[config.mk]
export PLATFORM = sky130hd
export DESIGN_NAME = sw_operand_loader
export DESIGN_NICKNAME = d
export VERILOG_FILES = /design/src/rtl/sw_operand_loader.sv
export SDC_FILE = /design/constraint.sdc
export NUM_CORES = 1
export LEC_CHECK = 0
export ABC_AREA = 1
export BUFFER_PORTS_ARGS = -buffer_cell sky130_fd_sc_hd__buf_2
export CAP_MARGIN = 15
export CORE_UTILIZATION = 46
export CTS_CLUSTER_SIZE = 12
export DETAILED_ROUTE_END_ITERATION = 10
export PLACE_DENSITY = 0.76
export SETUP_SLACK_MARGIN = 0.1
export SKIP_LAST_GASP = 1
export SLEW_MARGIN = 20
export SYNTH_ARGS = -nofsm -noshare
export SYNTH_HDL_FRONTEND = slang
export SYNTH_SLANG_ARGS = --single-unit
[constraint.sdc]
create_clock -name i_clk -period 1.3 [get_ports i_clk]
set_clock_uncertainty 0.15 [all_clocks]
set_input_delay 0.39 -clock i_clk [delete_from_list [all_inputs] [get_ports i_clk]]
set_output_delay 0.39 -clock i_clk [all_outputs]
set_load 0.05 [all_outputs]
[src/rtl/sw_operand_loader.sv]
// sw_operand_loader: captures multiplier/multiplicand operands from a switch
// bank on a debounced load-button press and offers them to the multiplier
// core over a valid/ready handshake. Supports single-shot and two-press loads.
module sw_operand_loader #(
    parameter int DW  = 8,
    parameter int DEB = 4
) (
    input  logic            i_clk,
    input  logic            i_rst,
    input  logic [2*DW-1:0] i_sw,
    input  logic            i_load,
    input  logic            i_mode,
    input  logic            i_ready,
    output logic [DW-1:0]   o_multiplier,
    output logic [DW-1:0]   o_multiplicand,
    output logic            o_valid,
    output logic [1:0]      o_state
);

    localparam int            CW       = $clog2(DEB + 1);
    localparam logic [CW-1:0] CNT_LAST = CW'(DEB - 1);

    typedef enum logic [1:0] {
        ST_IDLE   = 2'b00,
        ST_WAIT_B = 2'b01,
        ST_VALID  = 2'b10
    } state_t;

    logic          r_s1, r_s2;
    logic          r_stable, r_stable_d;
    logic [CW-1:0] r_cnt;
    logic          r_press;
    state_t        r_state, w_state_nxt;
    logic          w_cap_a, w_cap_b;
    logic [DW-1:0] r_mult, r_mcand;

    // Two-flop synchroniser for the asynchronous button
    always_ff @(posedge i_clk or negedge i_rst) begin
        if (!i_rst) begin
            r_s1 <= 1'b0;
            r_s2 <= 1'b0;
        end else begin
            r_s1 <= i_load;
            r_s2 <= r_s1;
        end
    end

    // Debouncer: a new level must hold for DEB consecutive cycles before it is accepted
    always_ff @(posedge i_clk or negedge i_rst) begin
        if (!i_rst) begin
            r_stable <= 1'b0;
            r_cnt    <= '0;
        end else if (r_s2 == r_stable) begin
            r_cnt <= '0;
        end else if (r_cnt == CNT_LAST) begin
            r_stable <= r_s2;
            r_cnt    <= '0;
        end else begin
            r_cnt <= r_cnt + CW'(1);
        end
    end

    // Registered one-cycle press pulse on the debounced rising edge; release makes no pulse
    always_ff @(posedge i_clk or negedge i_rst) begin
        if (!i_rst) begin
            r_stable_d <= 1'b0;
            r_press    <= 1'b0;
        end else begin
            r_stable_d <= r_stable;
            r_press    <= r_stable & ~r_stable_d;
        end
    end

    // FSM state register
    always_ff @(posedge i_clk or negedge i_rst) begin
        if (!i_rst) r_state <= ST_IDLE;
        else        r_state <= w_state_nxt;
    end

    // Next state and capture strobes; presses while VALID are dropped, not queued
    always_comb begin
        w_state_nxt = r_state;
        w_cap_a     = 1'b0;
        w_cap_b     = 1'b0;
        case (r_state)
            ST_IDLE: begin
                if (r_press) begin
                    w_cap_a = 1'b1;
                    if (i_mode) begin
                        w_state_nxt = ST_WAIT_B;
                    end else begin
                        w_cap_b     = 1'b1;
                        w_state_nxt = ST_VALID;
                    end
                end
            end
            ST_WAIT_B: begin
                if (r_press) begin
                    w_cap_b     = 1'b1;
                    w_state_nxt = ST_VALID;
                end
            end
            ST_VALID: begin
                if (i_ready) w_state_nxt = ST_IDLE;
            end
            default: w_state_nxt = ST_IDLE;
        endcase
    end

    // Operand registers: hold last value until overwritten by a capture
    always_ff @(posedge i_clk or negedge i_rst) begin
        if (!i_rst) begin
            r_mult  <= '0;
            r_mcand <= '0;
        end else begin
            if (w_cap_a) r_mult  <= i_sw[DW-1:0];
            if (w_cap_b) r_mcand <= i_sw[2*DW-1:DW];
        end
    end

    assign o_multiplier   = r_mult;
    assign o_multiplicand = r_mcand;
    assign o_valid        = (r_state == ST_VALID);
    assign o_state        = r_state;

endmodule

Word-level counts from Yosys, hierarchy flattened
Cells that the tools add are included.
{ "word_totals": {"in_bits": 21, "out_inout_bits": 19, "mem_bits_rw": 0, "mem_count": 0, "elab_cells": 35, "mem_bits_ro": 0, "latch_bits": 0, "reg_bits": 26} }
{ "classes": {"n_mul": 0, "shift": 0, "n_addsub": 1, "muxes": 12, "n_reduce_logical": 3, "eq_ne": 7, "n_div": 0, "magnitude_cmp": 0, "n_bitwise": 3} }
{ "ops": {"columns": ["cell", "count"], "rows": [
  ["$mux 2", 4],
  ["$mux 3", 2],
  ["$ne 2x2->1 const B", 3],
  ["$pmux 2 s3", 1],
  ["$mux 1", 4],
  ["$add 3x1->3 const B", 1],
  ["$eq 3x2->1 const B", 1],
  ["$reduce_and 3->1", 1],
  ["$eq 2x1->1 const B", 1],
  ["$eq 2x2->1 const B", 1],
  ["$logic_not 2->1", 1],
  ["$not 1->1", 2],
  ["$pmux 1 s2", 1],
  ["$reduce_and 2->1", 1],
  ["$and 1x1->1", 1],
  ["$eq 1x1->1", 1]
]} }

Depth between registers and ports, before layout
{ "logic_depth": {"word_depth": 3, "mapped_depth": 5, "depth_no_buf": 5} }

Least setup slack after synthesis
Ideal clock, no wire load.
{ "synth_path": {"path_kind": "register to output", "start": "reg r_state[0], in the netlist o_state[0]", "end": "out o_valid", "n_path_buf": 1, "t_arrival_ps": 1284, "stages_incl_launch_ff": 5, "required_ps": 760, "slack_ps": -524, "cell_sequence": "dfrtp_1 inv_2 buf_2 nand2_1 inv_1"} }
{ "synth_via": {"elab_chain_len": 1} }
{ "synth_lines": {"columns": ["item", "line", "source"], "rows": [
  ["from (decl)", "33", "state_t r_state, w_state_nxt;"],
  ["from (signal assigned)", "77", "else r_state <= w_state_nxt;"],
  ["$eq 2x2->1", "123", "assign o_valid = (r_state == ST_VALID);"],
  ["to (decl)", "16", "output logic o_valid,"]
]} }
Every way passes these cells.

Worst setup path after layout
{ "layout_path": {"start": "reg r_state[1], in the netlist o_state[1]", "end": "out o_valid"} }
Same word-level chain as after synthesis.

==> reports/metrics.yaml <==
placement:
  placed_cell_area_mm2: 0.001308
  dp_hpwl_um: 1498
  dp_cells: 176
  portBuffers: 39
  place_ws_ns: -0.08048
  gp_congestion: 0.6967
hold_path:
  hp-class: "input pin to flop"
  min_from: "i_ready"
global_route:
  grt_util_all_layers_pct: 21.52
  overflow: 0
  grt_pass1_wl_um: 3836
  antenna_found_initial: 0
  grt_start_max_net_pins: 27
  grt_pass1_vias: 894
layout:
  ff_latch_area_um2: 655.6
  diodes: 0
  stdcell_count: 201
  syn2layout_area_growth_pct: 73.04
  multi_input_area_um2: 419.2
  stdcell_area_mm2: 0.001767
  nNetsFinal: 197
  utilization_pct: 87.38
  n_fill_cell: 100
  drive_gt1_share_pct: 51.72
floorplanning:
  core_area_mm2: 0.002022
  die_area_mm2: 0.002412
  die_width_um: 49.11
  start_util_pct: 50.50
  placementRows: 16
  io_pins: 40
  die_h_um: 49.11
logic_synthesis:
  yosysUniqueCellTypes: 14
  syn_nets: 127
  netlist_area_mm2: 0.001021
  ys.warnings.count: 0
  ys_ff_latch: 26
  synth_cells: 105
  syn_avg_cell_area_um2: 9.724
  ys_seq_area_share_pct: 63.73
setup_path:
  path_cells: "nand2_4 > clkinvlp_4 > buf_8"
  worst-endpoint-required_ns: 0.76
  reg2reg_from: "o_state[1]"
  path_max_fanout: 3
  slowest_stage: "dfrtp_4"
  critPathMaxStageDelay_ns: 0.53
  crit_path_end_kind: "primary output"
  arrival_ns: 1.16
  reg2reg_slack_ns: -0.23
  worst-setup-path-type: "flop to primary output"
  cp-start-kind: "flop"
  startpoint: "o_state[1]"
sta:
  worst_slew_pin_slew_ns: 0.3495
  relSlewSlack_pct: 76.70
  tns_ns: -6.533
  slew_violations: 0
  fmax_mhz: 587.9
  period_share_pct: 130.8
  rsz0062_at_grt: "true"
  hold_violations: 0
  layout_setup_ws_ns: -0.4010
  min_period_ns: 1.701
  setup_violations: 36
  holdWs_ns: 0.06740
clocking:
  cts_tree: "yes"
  cts_max_path_buffers: 2
  cts_sinks: 26
  clk_pin_slew_ns: 0.14
  numCtsBuffers: 3
  clk_latency_ns: 0.32
  cts_root_buf: "clkbuf_4"
  htreeDepth: 1
route:
  drc: 0
  dr.pass1.iters: 4
  via_per_inst: 4.900
  routedWlPerCell_um: 13.51
  drt-initial-drc-count: 6
  wl_um: 2715
  vias: 985
  ant_nets: 0
power_and_ir_drop:
  ir_drop_uv: 2219
  power_density_mw_per_mm2: 2978
  finalPower_mw: 5.260
  p_leak_nw: 0.9269
status:
  status: "complete, but fails checks"
  failed_checks: "negative setup slack"
job:
  cap_violations: 0
## sequential cells by signal, summed over array words and instances, names as in the netlist
signal	count
o_multiplicand	8
o_multiplier	8
o_state	2
r_cnt	3
r_press	1
r_s1	1
r_s2	1
r_stable	1
r_stable_d	1
## what timing repair did
item | 4_1_cts | 5_1_grt
cloned | 1 | 0
buffers inserted | 8 | 10
endpoints found under the hold margin | 26 | 1
pin swaps | 2 | 6
resized for setup | 50 | 15
endpoints found under the setup margin | 37 | 48
hold buffers | 1 | 1
## layer usage
layer / GRT usage [%] / vias up / part of all wire, %
li1: - / 471 / -
met1: 23.86 / 473 / 38
met2: 39.27 / 35 / 55
met3: 4.361 / 6 / 5.0
met4: 9.314 / 0 / 2.6
met5: 0 / - / 0
## cell usage after synthesis
| cell | number | share of area [%] |
|---|---|---|
| nand3_1 | 18 | 8.8 |
| dfrtp_1 | 26 | 64 |
| ha_1 | 1 | 1.2 |
| nor2_8 | 1 | 2.0 |
| nor2_1 | 4 | 1.5 |
| or2_0 | 1 | 0.61 |
| inv_2 | 2 | 0.74 |
| buf_6 | 1 | 1.1 |
| o21ai_1 | 2 | 0.98 |
| buf_2 | 1 | 0.49 |
| nand2_2 | 3 | 1.8 |
| xnor2_1 | 1 | 0.86 |
| inv_1 | 5 | 1.8 |
| nand2_1 | 39 | 14 |
## cells in the final DEF, fill, tap and decap left out
cell            n
xnor2_1         1
inv_1           4
nand2_8         2
or2_0           1
o21ai_1         2
buf_6          20
nand2_4         3
buf_2          19
nor2_8          1
nor2_1          4
clkbuf_4        4
buf_4          19
dfrtp_4         1
nand3_1        13
ha_2            1
dfrtp_2         1
buf_8           3
clkinvlp_4      1
inv_2           2
bufinv_16       1
dlygate4sd3_1   2
dfrtp_1        24
nand3_2         5
nand2_2         5
nand2_1        33
buf_12          2
## kinds of logic after synthesis
family | share of synthesized area, %
buffers and inverters | 4.167
xor gates and xnor gates | 0.8580
DFF | 63.73
AOI/OAI and AO/OA | 0.9804
and+or+nand+nor | 29.04
adders and majority gates | 1.225
## worst max-delay path, delay by kind of cell (launching register included)
family / cells / cell delay [ns]
flip-flops: 1 / 0.53
buffers and inverters: 2 / 0.23
AND/OR/NAND/NOR: 1 / 0.08
## path summary, 6_finish.rpt
kind	to	cells past startpoint
hold reg to reg	r_s2	0
setup / recovery	o_valid	3
hold / removal	o_state[1]	2
setup reg to reg	o_multiplier[6]	7
max in group asynchronous	o_state[1]	2
min in group asynchronous	o_multiplier[3]	2
## power by group
part	switching (mW)	internal, mW
clock	0.240	0.312
sequential	0.248	1.15
combinational	1.91	1.40
total	2.39	2.87
## area by class of cell
cell class              count  share of cell area (%)
well taps                  27                   1.912
clock buffers               3                   1.275
multi-input cells          71                   23.73
inverters                   7                   1.700
repair buffers             66                   32.58
flip-flops and latches     26                   37.11
clock inverters             1                   1.700
(Power assumes the default switching activity.)
